**config.mk**
```make
export PLATFORM = sky130hd
export DESIGN_NAME = alu_seq_flat
export DESIGN_NICKNAME = d
export VERILOG_FILES = /design/src/rtl/alu_seq_if.sv /design/src/rtl/alu_seq.sv /design/src/flat_wrapper.sv
export SDC_FILE = /design/constraint.sdc
export NUM_CORES = 1
export LEC_CHECK = 0
export CAP_MARGIN = 5
export CORE_MARGIN = 3
export CORE_UTILIZATION = 45
export DETAILED_ROUTE_END_ITERATION = 7
export DONT_BUFFER_PORTS = 1
export HOLD_SLACK_MARGIN = 0.1
export SKIP_CTS_REPAIR_TIMING = 1
export SYNTH_ARGS = -nofsm -noshare
export SYNTH_HDL_FRONTEND = slang
export SYNTH_SLANG_ARGS = --single-unit
export TNS_END_PERCENT = 5
```
**constraint.sdc**
```tcl
create_clock -name clk -period 6 [get_ports clk]
set_clock_uncertainty 0.05 [all_clocks]
set_input_delay 1.2 -clock clk [delete_from_list [all_inputs] [get_ports clk]]
set_output_delay 1.2 -clock clk [all_outputs]
set_load 0.02 [all_outputs]
```
**src/rtl/alu_seq_if.sv**
```systemverilog
// alu_seq_if: request/response bus between the CPU core (master) and alu_seq (slave).
//   req_valid/req_ready handshake; req_op/req_a/req_b/req_cin operands.
//   rsp_valid one-cycle strobe; rsp_a/rsp_b results; rsp_cy/rsp_ov new flags.
interface alu_seq_if;
  logic       req_valid;
  logic       req_ready;
  logic [4:0] req_op;
  logic [7:0] req_a;
  logic [7:0] req_b;
  logic       req_cin;
  logic       rsp_valid;
  logic [7:0] rsp_a;
  logic [7:0] rsp_b;
  logic       rsp_cy;
  logic       rsp_ov;
  modport master(output req_valid, req_op, req_a, req_b, req_cin,
                 input req_ready, rsp_valid, rsp_a, rsp_b, rsp_cy, rsp_ov);
  modport slave(input req_valid, req_op, req_a, req_b, req_cin,
                output req_ready, rsp_valid, rsp_a, rsp_b, rsp_cy, rsp_ov);
endinterface

```
**src/rtl/alu_seq.sv**
```systemverilog
// alu_seq: sequencing front end for the shared 8051 ALU; iterative MUL AB / DIV AB.
//   clk, rst_n (sync, active-low); bus: alu_seq_if.slave request/response;
//   alu_en/alu_op/alu_a/alu_b/alu_cin to the ALU, alu_ans/alu_cout from it; busy = not idle.
//   ALU_SEQ_DA_EN: when defined, DA A is computed locally instead of by the ALU.
module alu_seq #(
  parameter logic [4:0] MUL_OP = 5'h05,
  parameter logic [4:0] DIV_OP = 5'h06,
  parameter logic [4:0] DA_OP  = 5'h07
) (
  input  logic       clk,
  input  logic       rst_n,
  alu_seq_if.slave   bus,
  output logic       alu_en,
  output logic [4:0] alu_op,
  output logic [7:0] alu_a,
  output logic [7:0] alu_b,
  output logic       alu_cin,
  input  logic [7:0] alu_ans,
  input  logic       alu_cout,
  output logic       busy
);
`ifdef ALU_SEQ_DA_EN
  localparam bit DA_EN = 1'b1;
`else
  localparam bit DA_EN = 1'b0;
`endif
  typedef enum logic [2:0] {IDLE, EXEC, MUL_IT, DIV_IT, RESP} state_t;
  state_t state, state_nxt;
  logic [4:0] op_r;
  logic [7:0] a_r, b_r, rsp_a, rsp_b, ex_ans, ex_b, div_d, da_ans;
  logic cin_r, rsp_cy, rsp_ov, accept, last, div_op, da_sel, div_ge, borrow, da_hi, ex_cy, ex_ov;
  logic [3:0] cnt;
  logic [15:0] acc, mul_nxt, div_nxt;
  logic [8:0] mul_sum, div_t, da_s1;
  assign accept = bus.req_valid && state == IDLE;
  assign last = cnt == 4'd7;
  assign div_op = op_r == DIV_OP;
  assign da_sel = DA_EN && op_r == DA_OP;
  assign alu_op = op_r;
  assign alu_a = a_r;
  assign alu_b = b_r;
  assign alu_cin = cin_r;
  assign bus.rsp_a = rsp_a;
  assign bus.rsp_b = rsp_b;
  assign bus.rsp_cy = rsp_cy;
  assign bus.rsp_ov = rsp_ov;
  // acc holds {partial product high, multiplier} for MUL, {remainder, dividend/quotient} for DIV
  assign mul_sum = {1'b0, acc[15:8]} + (acc[0] ? {1'b0, a_r} : 9'd0);
  assign mul_nxt = {mul_sum, acc[7:1]};
  assign div_t = {acc[15:8], acc[7]};
  assign div_ge = div_t >= {1'b0, b_r};
  assign div_d = div_ge ? 8'(div_t - {1'b0, b_r}) : div_t[7:0];
  assign div_nxt = {div_d, acc[6:0], div_ge};
  assign da_s1 = {1'b0, a_r} + ((a_r[3:0] > 4'd9 || b_r[0]) ? 9'd6 : 9'd0);
  assign da_hi = da_s1[7:4] > 4'd9 || cin_r || da_s1[8];
  assign da_ans = da_s1[7:0] + (da_hi ? 8'h60 : 8'h00);
  assign borrow = {1'b0, a_r} < {1'b0, b_r} + 9'(cin_r);
  // EXEC only sees DIV_OP when the divisor is zero
  always_comb begin
    ex_ans = div_op ? 8'hFF : da_sel ? da_ans : alu_ans;
    ex_b = div_op ? a_r : b_r;
    ex_cy = (op_r == 5'h00 || op_r == 5'h01 || op_r == 5'h0F || op_r == 5'h11) ? alu_cout :
            op_r == 5'h04 ? borrow : div_op ? 1'b0 : da_sel ? (cin_r | da_hi) : cin_r;
    ex_ov = div_op ? 1'b1 :
            (op_r == 5'h00 || op_r == 5'h01) ? (a_r[7] == b_r[7]) && (ex_ans[7] != a_r[7]) :
            op_r == 5'h04 ? (a_r[7] != b_r[7]) && (ex_ans[7] != a_r[7]) : 1'b0;
  end
  always_ff @(posedge clk)
    if (!rst_n) state <= IDLE;
    else state <= state_nxt;
  always_comb begin
    state_nxt = state;
    case (state)
      IDLE:    if (accept) state_nxt = bus.req_op == MUL_OP ? MUL_IT :
                                       (bus.req_op == DIV_OP && bus.req_b != 8'h00) ? DIV_IT : EXEC;
      EXEC:    state_nxt = RESP;
      MUL_IT,
      DIV_IT:  if (last) state_nxt = RESP;
      RESP:    state_nxt = IDLE;
      default: state_nxt = IDLE;
    endcase
  end
  always_comb begin
    bus.req_ready = state == IDLE;
    bus.rsp_valid = state == RESP;
    busy = state != IDLE;
    alu_en = state == EXEC && !div_op && !da_sel;
  end
  always_ff @(posedge clk)
    if (!rst_n) begin
      op_r <= '0;
      a_r <= '0;
      b_r <= '0;
      cin_r <= 1'b0;
      cnt <= '0;
      acc <= '0;
      rsp_a <= '0;
      rsp_b <= '0;
      rsp_cy <= 1'b0;
      rsp_ov <= 1'b0;
    end else begin
      if (accept) begin
        op_r <= bus.req_op;
        a_r <= bus.req_a;
        b_r <= bus.req_b;
        cin_r <= bus.req_cin;
        cnt <= '0;
        acc <= {8'h00, bus.req_op == MUL_OP ? bus.req_b : bus.req_a};
      end else if (state == MUL_IT || state == DIV_IT) begin
        cnt <= cnt == 4'd8 ? cnt : cnt + 4'd1;
        acc <= state == MUL_IT ? mul_nxt : div_nxt;
      end
      if (state == EXEC) begin
        rsp_a <= ex_ans;
        rsp_b <= ex_b;
        rsp_cy <= ex_cy;
        rsp_ov <= ex_ov;
      end else if (state == MUL_IT && last) begin
        rsp_a <= mul_nxt[7:0];
        rsp_b <= mul_nxt[15:8];
        rsp_cy <= 1'b0;
        rsp_ov <= mul_nxt[15:8] != 8'h00;
      end else if (state == DIV_IT && last) begin
        rsp_a <= div_nxt[7:0];
        rsp_b <= div_nxt[15:8];
        rsp_cy <= 1'b0;
        rsp_ov <= 1'b0;
      end
    end
endmodule

```
**src/flat_wrapper.sv**
```systemverilog
// flat-port wrapper written by rule: the top's interface ports become plain ports
module alu_seq_flat 
#(
  parameter logic [4:0] MUL_OP = 5'h05,
  parameter logic [4:0] DIV_OP = 5'h06,
  parameter logic [4:0] DA_OP  = 5'h07
)
  (clk, rst_n, alu_en, alu_op, alu_a, alu_b, alu_cin, alu_ans, alu_cout, busy, bus_req_valid, bus_req_op, bus_req_a, bus_req_b, bus_req_cin, bus_req_ready, bus_rsp_valid, bus_rsp_a, bus_rsp_b, bus_rsp_cy, bus_rsp_ov);
  alu_seq_if bus_i ();
  input  logic clk;
  input  logic rst_n;
  output logic alu_en;
  output logic [4:0] alu_op;
  output logic [7:0] alu_a;
  output logic [7:0] alu_b;
  output logic alu_cin;
  input  logic [7:0] alu_ans;
  input  logic alu_cout;
  output logic busy;
  input wire logic [$bits(bus_i.req_valid)-1:0] bus_req_valid;
  input wire logic [$bits(bus_i.req_op)-1:0] bus_req_op;
  input wire logic [$bits(bus_i.req_a)-1:0] bus_req_a;
  input wire logic [$bits(bus_i.req_b)-1:0] bus_req_b;
  input wire logic [$bits(bus_i.req_cin)-1:0] bus_req_cin;
  output wire logic [$bits(bus_i.req_ready)-1:0] bus_req_ready;
  output wire logic [$bits(bus_i.rsp_valid)-1:0] bus_rsp_valid;
  output wire logic [$bits(bus_i.rsp_a)-1:0] bus_rsp_a;
  output wire logic [$bits(bus_i.rsp_b)-1:0] bus_rsp_b;
  output wire logic [$bits(bus_i.rsp_cy)-1:0] bus_rsp_cy;
  output wire logic [$bits(bus_i.rsp_ov)-1:0] bus_rsp_ov;
  assign bus_i.req_valid = bus_req_valid;
  assign bus_i.req_op = bus_req_op;
  assign bus_i.req_a = bus_req_a;
  assign bus_i.req_b = bus_req_b;
  assign bus_i.req_cin = bus_req_cin;
  assign bus_req_ready = bus_i.req_ready;
  assign bus_rsp_valid = bus_i.rsp_valid;
  assign bus_rsp_a = bus_i.rsp_a;
  assign bus_rsp_b = bus_i.rsp_b;
  assign bus_rsp_cy = bus_i.rsp_cy;
  assign bus_rsp_ov = bus_i.rsp_ov;
  alu_seq #(.MUL_OP(MUL_OP), .DIV_OP(DIV_OP), .DA_OP(DA_OP)) u_core (.clk(clk), .rst_n(rst_n), .bus(bus_i), .alu_en(alu_en), .alu_op(alu_op), .alu_a(alu_a), .alu_b(alu_b), .alu_cin(alu_cin), .alu_ans(alu_ans), .alu_cout(alu_cout), .busy(busy));
endmodule
```
==> flow_summary.ini <==
[cells_and_area]
layout_common_cells = 78 x nand2_1, 63 x dfxtp_1, 53 x a21oi_1
area_growth_pct = 5.439
final_common_cell = nand2_1
antenna_cells = 0
nets = 609
drive_gt1_frac = 0.06193

[pwr]
internal-power_mw = 0.7487
p_sw_mw = 0.3793
total_power_mw = 1.128
switching_share = 0.3363
combPwrFrac = 0.208
pwr-share-seq = 0.452
p_per_area_nw_per_um2 = 242.2
power.share.clock = 0.340
p_leak_nw = 1.816
vdd_ir_drop_max_mv = 0.1551

[detailed_routing]
num_vias = 4154
dr.pass1.iters = 5
drt_iter0_drc = 333
wire_per_inst_um = 19.88
drc_errors = 0
via_per_inst = 6.127
final_antenna_net_count = 0
wl_um = 13480

[timing]
finalSetupTns_ns = 0
fin_crit_sh = 0.5940
min_period_ns = 3.564
slew_headroom = 0.3440
slew_viol_final = 0
setup_viol = 0
fmax_mhz = 280.6
rsz0062_at_grt = no
hold_viol_final = 0
worst_slew_pin_slew_ns = 0.9820

[outcome]
outcome = finished clean

[floorplanning]
boundaryPins = 78
core_area_um2 = 9371
dieWidth_um = 105.1
fp.dieH_um = 105.1
rows = 35
die_area_um2 = 11040
initial_utilization = 0.4713

[logic_synthesis]
ys_ff_latch = 63
syn-cell-area_um2 = 4417
synth_cell_types = 75
synthFlopType = dfxtp_1
synth-edff-count = 0
ys_warn_count = 0
syn_avg_cell_area_um2 = 7.845
synthArstFlopShare = 0
netlist_instances = 563
yosysSeqAreaShare = 0.2856
synth_nets = 627

[grt]
grt.busiest_layer = met2
met1_usage = 0.3398
grt_overflow = 0
grt_max_degree = 41
grt_usage = 0.2473
antenna_found_initial = 0
gr-usage-met3 = 0.06053
grt_pass1_vias = 4059
grt_pass1_wl_um = 21870
grtUsageMet2 = 0.3831

[critical_path]
cp-start-kind = flip-flop
crit_type = reg -> out
worst_setup_path_end_kind = output pin
critPathMaxFanout = 13
crit_arrival_ns = 2.31
required_ns = 4.75

[place]
io_buffers = 0
dpl.hpwl_um = 10190
place_congestion = 0.8582

[cts]
path_clk_slew_ns = 0.07
cts-htree-levels = 3
clk_path_buf_depth = 2
cts-root-buf = clkbuf_8
clkLatencyLatePin_ns = 0.34
cts_buffers = 9
tritoncts = done
clock-sinks = 63

[run]
cap_viol_max_count = 0

[min_path]
min_path_type = reg -> reg
[final cells by class]
cell class | instances | area, um^2
flip-flops and latches | 63 | 1261
well taps | 129 | 161.4
clock inverters | 3 | 42.54
clock buffers | 12 | 155.1
fillers | 932 | 4715
inverters | 23 | 86.33
repair buffers | 3 | 22.52
multi-input cells | 445 | 2928
[synthesized netlist by cell type (all sizes together), types with 3 or more instances]
library cell / n / share of area
a2111oi: 3 / 0.0074
nand4: 4 / 0.0057
nor3: 11 / 0.014
a211oi: 24 / 0.041
nor3b: 3 / 0.0076
a21boi: 7 / 0.012
o21a: 3 / 0.0051
xnor2: 10 / 0.020
nand3: 15 / 0.017
mux2: 3 / 0.0085
inv: 22 / 0.019
a21o: 6 / 0.010
xor2: 4 / 0.0079
o21ai: 20 / 0.023
dfxtp: 63 / 0.29
mux2i: 21 / 0.048
ha: 28 / 0.079
a21oi: 53 / 0.060
and2: 12 / 0.018
nand2: 79 / 0.068
nand2b: 12 / 0.017
o2bb2ai: 3 / 0.0060
or3: 4 / 0.0068
nor4: 4 / 0.0071
buf: 11 / 0.014
a31oi: 3 / 0.0042
o211ai: 8 / 0.014
clkbuf: 21 / 0.018
nor2b: 7 / 0.012
o221ai: 8 / 0.016
nor2: 45 / 0.039
a221oi: 3 / 0.0074
o22ai: 8 / 0.011
o41ai: 3 / 0.0077
[per-stage QoR]
stage / setup slack (ns) / hold slack (ns) / util / instance area, um^2 / std cells
global placement: 2.897 / 0.4364 / 0.4758 / 4459 / 663
CTS: 2.436 / 0.4642 / 0.4969 / 4657 / 678
detailed placement: 2.809 / 0.4513 / 0.4758 / 4459 / 663
floorplan: 3.233 / 0.4164 / - / 4417 / 563
global route: 2.248 / 0.4868 / 0.4969 / 4657 / 678
finish: 2.436 / 0.4528 / 0.4969 / 4657 / 678
[sequential cells by signal, summed over array words and instances (netlist names)]
| signal | cells |
|---|---|
| u_core.bus.rsp_a | 8 |
| u_core.alu_b | 8 |
| u_core.alu_op | 5 |
| u_core.bus.rsp_ov | 1 |
| u_core.bus.rsp_cy | 1 |
| u_core.alu_cin | 1 |
| u_core.acc | 16 |
| u_core.bus.rsp_b | 8 |
| u_core.alu_a | 8 |
| u_core.state | 3 |
| u_core.cnt | 4 |
[worst max-delay path, stage by stage (launching register included)]
cell and delay [ns]:
dfxtp_1 0.53, nor2b_1 0.26, nand3_1 0.51, nand2_1 0.48
inv_1 0.20
[cell families (layout without fill, tap and decap cells)]
kind of cell | Yosys count | after routing | share of synthesized area
AND/OR/NAND/NOR | 207 | 207 | 0.2306
XOR/XNOR | 14 | 14 | 0.02776
AO/OA/AOI/OAI | 170 | 170 | 0.2601
flip-flops | 63 | 63 | 0.2856
multiplexers | 24 | 24 | 0.05609
adder cells (fa/ha/maj) | 30 | 30 | 0.08839
buffers and inverters | 55 | 41 | 0.05156
[worst paths after layout]
check	from	slack [ns]	endpoint	cells after the start
max	u_core.alu_op[2]	2.44	alu_en	4
min	u_core.cnt[1]	0.45	u_core.cnt[1]	2
max reg2reg	u_core.alu_cin	2.92	u_core.bus.rsp_cy	10
min reg2reg	u_core.cnt[1]	0.45	u_core.cnt[1]	2
[power by group through the flow]
stage               clock, mW  combinational, mW  sequential, mW
floorplan                   0              0.189           0.499
global placement            0              0.228           0.519
detailed placement          0              0.230           0.520
CTS                     0.387              0.231           0.510
global route            0.403              0.258           0.516
finish                  0.384              0.234           0.510
[metal layers]
| layer | share of wire | vias to the layer above |
|---|---|---|
| met3 | 0.076 | 17 |
| met2 | 0.46 | 165 |
| met5 | 0 | - |
| li1 | - | 2013 |
| met4 | 0.018 | 0 |
| met1 | 0.45 | 1959 |
(Power assumes the default switching activity.)
